### src/rtl/uart_mem_loader_if.sv
// Write port of the unified 16-bit instruction/data memory, as driven by the
// serial loader.
interface uart_mem_loader_if;
  logic        wen0;
  logic [15:0] waddr0;
  logic [15:0] wdata0;

  modport master (output wen0, output waddr0, output wdata0);
  modport slave  (input  wen0, input  waddr0, input  wdata0);
endinterface

### src/rtl/uart_mem_loader.sv
// Loads big-endian 16-bit words from a framed 8N1 UART packet into memory
// starting at address 0; busy/done/err report packet progress and outcome.
module uart_mem_loader #(
  parameter int CLKS_PER_BIT = 434,
  parameter int MEM_DEPTH    = 256
) (
  input  logic              clk,
  input  logic              rst_n,
  input  logic              rx,
  uart_mem_loader_if.master mem,
  output logic              busy,
  output logic              done,
  output logic              err
);

  localparam logic [15:0] BIT_LAST  = 16'(CLKS_PER_BIT - 1);
  localparam logic [15:0] HALF_LAST = 16'(CLKS_PER_BIT / 2 - 1);

  typedef enum logic [1:0] {R_IDLE, R_START, R_DATA, R_STOP} rx_state_t;
  typedef enum logic [2:0] {F_SYNC, F_CNT_H, F_CNT_L, F_DATA_H, F_DATA_L, F_CSUM} fr_state_t;

  logic        rx_m, rx_s, rx_d;
  rx_state_t   rstate;
  logic [15:0] bcnt;
  logic [2:0]  bitn;
  logic [7:0]  shreg;
  logic [7:0]  rbyte;
  logic        bvalid;
  logic        ferr;

  // rx_d holds the previous synchronized sample for start-edge detection
  always_ff @(posedge clk or negedge rst_n) begin
    if (!rst_n) begin
      rx_m <= 1'b1;
      rx_s <= 1'b1;
      rx_d <= 1'b1;
    end else begin
      rx_m <= rx;
      rx_s <= rx_m;
      rx_d <= rx_s;
    end
  end

  always_ff @(posedge clk or negedge rst_n) begin
    if (!rst_n) begin
      rstate <= R_IDLE;
      bcnt   <= '0;
      bitn   <= '0;
      shreg  <= '0;
      rbyte  <= '0;
      bvalid <= 1'b0;
      ferr   <= 1'b0;
    end else begin
      bvalid <= 1'b0;
      ferr   <= 1'b0;
      case (rstate)
        R_IDLE: begin
          bcnt <= '0;
          if (rx_d && !rx_s) rstate <= R_START;
        end
        R_START: begin
          if (bcnt == HALF_LAST) begin
            bcnt   <= '0;
            bitn   <= '0;
            rstate <= rx_s ? R_IDLE : R_DATA;
          end else begin
            bcnt <= bcnt + 16'd1;
          end
        end
        R_DATA: begin
          if (bcnt == BIT_LAST) begin
            bcnt  <= '0;
            shreg <= {rx_s, shreg[7:1]};
            if (bitn == 3'd7) rstate <= R_STOP;
            bitn <= bitn + 3'd1;
          end else begin
            bcnt <= bcnt + 16'd1;
          end
        end
        R_STOP: begin
          if (bcnt == BIT_LAST) begin
            bcnt   <= '0;
            rstate <= R_IDLE;
            if (rx_s) begin
              bvalid <= 1'b1;
              rbyte  <= shreg;
            end else begin
              ferr <= 1'b1;
            end
          end else begin
            bcnt <= bcnt + 16'd1;
          end
        end
        default: rstate <= R_IDLE;
      endcase
    end
  end

  fr_state_t   fstate;
  logic [7:0]  cnt_hi;
  logic [7:0]  word_hi;
  logic [15:0] nwords;
  logic [15:0] idx;
  logic [7:0]  acc;
  logic [15:0] n_next;

  assign n_next = {cnt_hi, rbyte};

  always_ff @(posedge clk or negedge rst_n) begin
    if (!rst_n) begin
      fstate     <= F_SYNC;
      cnt_hi     <= '0;
      word_hi    <= '0;
      nwords     <= '0;
      idx        <= '0;
      acc        <= '0;
      busy       <= 1'b0;
      done       <= 1'b0;
      err        <= 1'b0;
      mem.wen0   <= 1'b0;
      mem.waddr0 <= '0;
      mem.wdata0 <= '0;
    end else begin
      mem.wen0 <= 1'b0;
      // Framing errors only abort an active packet; in F_SYNC they are noise
      if (ferr && fstate != F_SYNC) begin
        err    <= 1'b1;
        busy   <= 1'b0;
        fstate <= F_SYNC;
      end else if (bvalid) begin
        case (fstate)
          F_SYNC: begin
            if (rbyte == 8'hA5) begin
              fstate <= F_CNT_H;
              busy   <= 1'b1;
              done   <= 1'b0;
              err    <= 1'b0;
              idx    <= '0;
              acc    <= '0;
            end
          end
          F_CNT_H: begin
            cnt_hi <= rbyte;
            fstate <= F_CNT_L;
          end
          F_CNT_L: begin
            if (n_next == 16'd0 || {1'b0, n_next} > 17'(MEM_DEPTH)) begin
              err    <= 1'b1;
              busy   <= 1'b0;
              fstate <= F_SYNC;
            end else begin
              nwords <= n_next;
              fstate <= F_DATA_H;
            end
          end
          F_DATA_H: begin
            word_hi <= rbyte;
            acc     <= acc ^ rbyte;
            fstate  <= F_DATA_L;
          end
          F_DATA_L: begin
            mem.wen0   <= 1'b1;
            mem.waddr0 <= idx;
            mem.wdata0 <= {word_hi, rbyte};
            acc        <= acc ^ rbyte;
            idx        <= idx + 16'd1;
            fstate     <= (idx + 16'd1 == nwords) ? F_CSUM : F_DATA_H;
          end
          F_CSUM: begin
            if (rbyte == acc) done <= 1'b1;
            else              err  <= 1'b1;
            busy   <= 1'b0;
            fstate <= F_SYNC;
          end
          default: fstate <= F_SYNC;
        endcase
      end
    end
  end

endmodule

### src/flat_wrapper.sv
// flat-port wrapper written by rule: the top's interface ports become plain ports
module uart_mem_loader_flat 
#(
  parameter int CLKS_PER_BIT = 434,
  parameter int MEM_DEPTH    = 256
)
  (clk, rst_n, rx, busy, done, err, mem_wen0, mem_waddr0, mem_wdata0);
  uart_mem_loader_if mem_i ();
  input  logic clk;
  input  logic rst_n;
  input  logic rx;
  output logic busy;
  output logic done;
  output logic err;
  output wire logic [$bits(mem_i.wen0)-1:0] mem_wen0;
  output wire logic [$bits(mem_i.waddr0)-1:0] mem_waddr0;
  output wire logic [$bits(mem_i.wdata0)-1:0] mem_wdata0;
  assign mem_wen0 = mem_i.wen0;
  assign mem_waddr0 = mem_i.waddr0;
  assign mem_wdata0 = mem_i.wdata0;
  uart_mem_loader #(.CLKS_PER_BIT(CLKS_PER_BIT), .MEM_DEPTH(MEM_DEPTH)) u_core (.clk(clk), .rst_n(rst_n), .rx(rx), .mem(mem_i), .busy(busy), .done(done), .err(err));
endmodule
### config.mk
export PLATFORM = sky130hd
export DESIGN_NAME = uart_mem_loader_flat
export DESIGN_NICKNAME = d
export VERILOG_FILES = /design/src/rtl/uart_mem_loader_if.sv /design/src/rtl/uart_mem_loader.sv /design/src/flat_wrapper.sv
export SDC_FILE = /design/constraint.sdc
export NUM_CORES = 1
export LEC_CHECK = 0
export CORE_MARGIN = 10
export CORE_UTILIZATION = 45
export CTS_BUF_LIST = sky130_fd_sc_hd__clkbuf_8 sky130_fd_sc_hd__clkbuf_16
export CTS_CLUSTER_SIZE = 16
export DETAILED_ROUTE_END_ITERATION = 8
export HOLD_SLACK_MARGIN = 0.03
export SLEW_MARGIN = 10
export SYNTH_ARGS = -nofsm -noshare
export SYNTH_HDL_FRONTEND = slang
export SYNTH_SLANG_ARGS = --single-unit
### constraint.sdc
create_clock -name clk -period 7.15 [get_ports clk]
set_input_delay 1.0725 -clock clk [delete_from_list [all_inputs] [get_ports clk]]
set_output_delay 1.0725 -clock clk [all_outputs]
set_load 0.005 [all_outputs]
==> qor.yml, run 1 <==
clock_latency_ps: 420
synth_edf_count: 0
start_util: 0.462
grt_pass1_wl_um: 24000
clock_skew_ps: 8.58
wl_met3_um: 731
dpl.hpwl_um: 9640
diodes: 0
cts_max_level: 4
std_cell_rows: 43
vdd_ir_drop_max_uv: 148
pin_count: 39
cp.arrival_ps: 3130
stdcell_area_sq_um: 7490
wl_per_cell_um: 16.4
p_sw_frac: 0.230
synthArstFlopShare: 1.00
endpoint_kind: "register"
slew_headroom: 0.383
ys_types: 52
worst_pin_slew_ps: 926
syn2layout_area_growth_pct: 16.5
fp.dieH_um: 140
pre_cts_ws_ps: 4350
min_path_type: "register to register"
die_area_sq_um: 19500
viasPerCell: 5.34
cts_setup_buffers: 0
cts-buffers-inserted: 17
fin_util: 0.538
cp-start-kind: "register"
leakage_nw: 3.64
yosysWarningCount: 0
synth_cells: 643
synth_area_leaders: "dfrtp_1 52%, nand2_1 7.8%, mux2_2 7.0%, o21ai_0 3.9%, xnor2_1 3.5%"
max-cap-violations: 0
yosysSeqAreaShare: 0.534
num-nets-final: 681
status: "finished clean"
cts-resized-gates: 0
dr.pass1.iters: 6
top_layer_used: "met4"
power_frac_clock: 0.478
rsz0062_at_grt: "no"
timing.final.hold_violations: 0
cts_hold_buf: 0
finalPower_mw: 1.80
power_frac_comb: 0.074
setup_viol: 0
core_sq_um: 13900
seqPwrFrac: 0.449
drv_slew: 0
cp_max_fo: 54
period_minus_slack_ps: 2790
grt.total_usage: 0.149
clock.fmax_mhz: 358
root_buffer: "clkbuf_16"
cp.required_ps: 7490
placement.cell_area_sq_um: 6910
internal-power_mw: 1.38
drtIter0Drc: 404
cts.path.max_buffers: 2
setup_slack_ps: 4360
grt_pass1_vias: 4478
synthTopCellsByCount: "134 x dfrtp_1, 133 x nand2_1, 54 x nor2_1"
p_per_area_nw_per_um2: 240
cts_tree: "built"
syn_nets: 656
die_w_um: 140
portBuffers: 38
yosys.area.top_type: "dfrtp_1"
min_period_over_period: 0.391
antenna_found_initial: 0
yosysTopAreaCellShare: 0.521
syn_avg_cell_area_sq_um: 10.0
ys.flop_type: "dfrtp_1"
clkTransAtPathRegs_ps: 50
synthMostInstantiatedCell: "dfrtp_1"
routabilityCongestion: 0.866
route.met2.wl_um: 6200
antenna_left: 0
drive_gt1_frac: 0.119
routed_wl_um: 14200
grt_max_degree: 73
ys_ff_latch: 137
fillerInstances: 1243
wl_met1_um: 7000
syn-cell-area_sq_um: 6430
worstSetupPathType: "register to register"
grt-ovfl-total: 0
netSwitchingPower_uw: 413
finalSetupTns_ps: 0
cts_sinks: 137
drc_errors: 0
via_count: 4601
sequential cells by signal, summed over array words and instances (netlist names), 3 cells and up, named ones only:
name,cells
u_core.fstate,3
u_core.word_hi,8
u_core.shreg,8
u_core.bitn,3
u_core.cnt_hi,8
u_core.idx,16
u_core.acc,8
u_core.mem.waddr0,16
u_core.bcnt,16
u_core.rbyte,8
u_core.mem.wdata0,16
u_core.nwords,16
critical path: stages, from the launching register on:
cell and delay, ps:
dfrtp_1 490, nor4b_1 230, nand2_2 80, buf_4 490, inv_1 110, or2_1 390, a21oi_1 600, o21ai_0 200
o21ai_0 100
logic make-up (layout without fill, tap and decap cells):
group,count (synthesis),count (layout),share of synthesized area
AO/OA/AOI/OAI,84,84,0.0774
XOR/XNOR,44,44,0.0599
adder cells (fa/ha/maj),10,10,0.0195
buffers and inverters,45,83,0.0303
flip-flops,137,137,0.534
multiplexers,45,45,0.0782
AND/OR/NAND/NOR,278,278,0.201
cell type report:
cell class                 count  area [sq um]  share of cell area
clock buffer                  22           494              0.0660
clock inverter                10          91.3              0.0122
inverter                      10          37.5             0.00501
multi-input combinational    461          2810               0.375
sequential                   137          3430               0.458
tap                          180           225              0.0301
timing repair buffer          41           404              0.0539
worst paths after layout:
kind	start	end	slack, ps	cells past startpoint
hold / removal	u_core.rx_m	u_core.rx_s	370	0
max in group asynchronous	rst_n	u_core.idx[13]	5170	2
setup / recovery	u_core.fstate[2]	u_core.acc[0]	4360	8
hold reg to reg	u_core.rx_m	u_core.rx_s	370	0
setup reg to reg	u_core.fstate[2]	u_core.acc[0]	4360	8
min in group asynchronous	rst_n	u_core.rstate[0]	630	1
per-layer routing:
metal	up-vias	global-route usage
li1	2234	-
met1	2249	0.208
met2	98	0.215
met3	20	0.0422
met4	0	0.0554
met5	-	0
power groups by stage:
stage | Combinational, mW | Clock (mW) | Sequential (mW)
2_1_floorplan | 0.0952 | 0 | 0.816
3_3_place_gp | 0.127 | 0 | 0.818
3_5_place_dp | 0.133 | 0 | 0.819
4_1_cts | 0.134 | 0.876 | 0.806
5_1_grt | 0.154 | 0.911 | 0.807
6_report | 0.132 | 0.858 | 0.806
per-stage QoR:
| stage | hold slack, ps | instances |
|---|---|---|
| detailed placement | 365 | 829 |
| global route | 375 | 861 |
| global placement | 368 | 829 |
| floorplan | 345 | 643 |
| CTS | 377 | 861 |
| finish | 374 | 861 |
placed cells by master (no fill, tap or decap), types with 3 or more instances in the layout:
cell | netlist | routed
nor4_1 | 7 | 7
nand3_1 | 15 | 15
mux2_2 | 40 | 40
nor2_1 | 54 | 54
ha_1 | 10 | 10
clkbuf_8 | 0 | 5
nor3_1 | 9 | 9
o21ai_0 | 50 | 50
a22o_1 | 4 | 4
dfrtp_1 | 134 | 134
nand2b_1 | 7 | 7
inv_1 | 10 | 17
nand4_1 | 13 | 13
mux2i_1 | 3 | 3
buf_4 | 1 | 3
and2_1 | 4 | 4
nand2_1 | 133 | 132
and3_1 | 6 | 6
o21a_1 | 4 | 4
o31ai_1 | 6 | 6
xnor2_1 | 26 | 26
clkbuf_16 | 0 | 17
xor2_1 | 18 | 18
dfstp_2 | 3 | 3
a21oi_1 | 9 | 9
or4_1 | 4 | 4
a31oi_1 | 3 | 3
clkdlybuf4s50_1 | 0 | 37
nor2b_1 | 9 | 9
No activity file was read; power rests on OpenSTA's default activity.
==> run 2, diff against run 1 <==
Settings changed: PLACE_DENSITY set to 0.66.
Clock period 7.15 ns to 2.3 ns, I/O delays scaled along.
==> run 2 against run 1 <==
Against the previous run:
- register-to-register slack got worse by 4300 ps
- sequential cell count unchanged
- clock power grew to 3.2 times the previous value
- sequential power grew to 3.1 times the previous value
- critical endpoint is now u_core.fstate[1]
- largest power group unchanged
==> qor.yml, run 2 (synthesized netlist as in run 1, its figures left out) <==
leakage_nw: 3.86
worst_pin_slew_ps: 585
reg2reg_slack_ps: 30
setup_viol: 0
grt_pass1_wl_um: 24500
drive_gt1_frac: 0.185
drtIter0Drc: 375
p_sw_frac: 0.242
rsz0062_at_grt: "yes"
finalSetupTns_ps: 0
routed_wl_um: 14400
grt_util_met3: 0.0453
max-cap-violations: 0
cts_tree: "built"
grt_max_degree: 64
min_period_over_period: 0.989
timing.hold.ws_ps: 329
grtUsageMet1: 0.181
diodes: 0
dp.cells: 873
cp.required_ps: 2580
drv_slew: 0
clkTransAtPathRegs_ps: 60
timing.final.hold_violations: 0
num-nets-final: 728
power_frac_comb: 0.072
dpl.hpwl_um: 9930
fp.dieH_um: 140
drc_errors: 0
root_buffer: "clkbuf_16"
portBuffers: 38
via_count: 4749
antenna_left: 0
die_area_sq_um: 19500
core_sq_um: 13900
cp_max_fo: 3
worstSetupPathType: "register to register"
grt_pass1_vias: 4867
grt.total_usage: 0.152
cts_max_level: 4
dr.pass1.iters: 4
p_per_area_nw_per_um2: 717
slowest_delay_ps: 430
vdd_ir_drop_max_uv: 608
cp.arrival_ps: 2560
seqCellArea_sq_um: 3430
die_w_um: 140
endpoint_kind: "register"
netSwitchingPower_mw: 1.38
syn2layout_area_growth_pct: 23.1
viasPerCell: 5.23
internal-power_mw: 4.30
grt_use_met2: 0.256
finalPower_mw: 5.68
period_minus_slack_ps: 2270
seqPwrFrac: 0.442
pin_count: 39
cp_cell_sequence: "ha_2 -> nand2_2 -> or3_4 -> or4_1 -> a31o_1 -> a2111oi_4 -> o21ai_1"
final_common_cell: "dfrtp_1"
power_frac_clock: 0.486
cts-buffers-inserted: 17
fin_cells: 908
std_cell_rows: 43
placement.cell_area_sq_um: 7280
status: "finished clean"
grt-ovfl-total: 0
cts.path.max_buffers: 2
clock_skew_ps: 12.3
clock_latency_ps: 430
fillerInstances: 1182
cts_sinks: 137
final_cell_mix: "134 x dfrtp_1, 131 x nand2_1, 54 x nor2_1"
cp_slowest_cell: "a2111oi_4"
routabilityCongestion: 0.844
clock.fmax_mhz: 440
start_util: 0.462
top_usage_layer: "met2"
wl_per_cell_um: 15.8
stdcell_area_sq_um: 7920
multi_input_area_sq_um: 2830
cp-start-kind: "register"
slew_headroom: 0.610
min_path_type: "primary input to register"
antenna_found_initial: 0
## run 2: cell types whose count changed in the layout (fill, tap and decap cells not counted), sizes merged
cell / before / now
buf: 4 / 50
clkbuf: 22 / 17
clkinv: 1 / 5
clkinvlp: 0 / 4
inv: 17 / 13
bufinv: 2 / 3
dlygate4sd3: 0 / 1
## run 2: path summary, 6_finish.rpt
kind / startpoint / to / depth (start not counted)
max: u_core.idx[0] / u_core.fstate[1] / 7
min: rx / u_core.rx_m / 1
max reg2reg: u_core.idx[0] / u_core.fstate[1] / 7
min reg2reg: u_core.rx_m / u_core.rx_s / 0
max in group asynchronous: rst_n / u_core.mem.waddr0[13] / 3
min in group asynchronous: rst_n / u_core.busy / 2
## run 2: per-layer routing
| metal | wire length (um) | part of all wire |
|---|---|---|
| met1 | 6390 | 0.45 |
| met2 | 7160 | 0.50 |
| met3 | 559 | 0.039 |
| met4 | 248 | 0.017 |
| met5 | 0 | 0 |
## run 2: timing repair
| action | 4_1_cts | 5_1_grt |
|---|---|---|
| endpoints found under the hold margin | 56 | 0 |
| endpoints found under the setup margin | 1 | 2 |
| buffers inserted | 0 | 2 |
| hold buffers | 1 | 0 |
| resized for setup | 1 | 2 |
| pin swaps | 0 | 2 |
## run 2: area by class of cell
class,count,share of cell area
clock inverter,15,0.0224
multi-input combinational,461,0.357
clock buffer,17,0.0537
tap,180,0.0284
timing repair buffer,88,0.101
sequential,137,0.433
inverter,10,0.00474
## run 2: power groups by stage
stage	clock network, mW	logic, mW	registers, mW
5_1_grt	2.92	0.475	2.51
4_1_cts	2.82	0.417	2.51
3_3_place_gp	0	0.392	2.54
6_report	2.76	0.409	2.51
3_5_place_dp	0	0.413	2.55
2_1_floorplan	0	0.296	2.54
## run 2: metrics by stage
stage | util | setup slack, ps
after floorplan | - | 22.9
after global placement | 0.522 | 23.5
after detailed placement | 0.522 | -60.6
after CTS | 0.567 | 8.47
after global routing | 0.568 | -59.4
final | 0.568 | 25.7
## run 2: critical path, delay by kind of cell (launching register included)
| kind | cells | cell delay [ps] |
|---|---|---|
| simple gates | 3 | 850 |
| compound gates | 3 | 740 |
| flops | 1 | 360 |
| fa+ha+maj | 1 | 190 |
==> run 3, diff against run 2 <==
Settings changed: CTS_CLUSTER_SIZE 16 to 12.
==> results of run 3 <==
No change in the layout: final DEF, timing and power equal those of run 2.
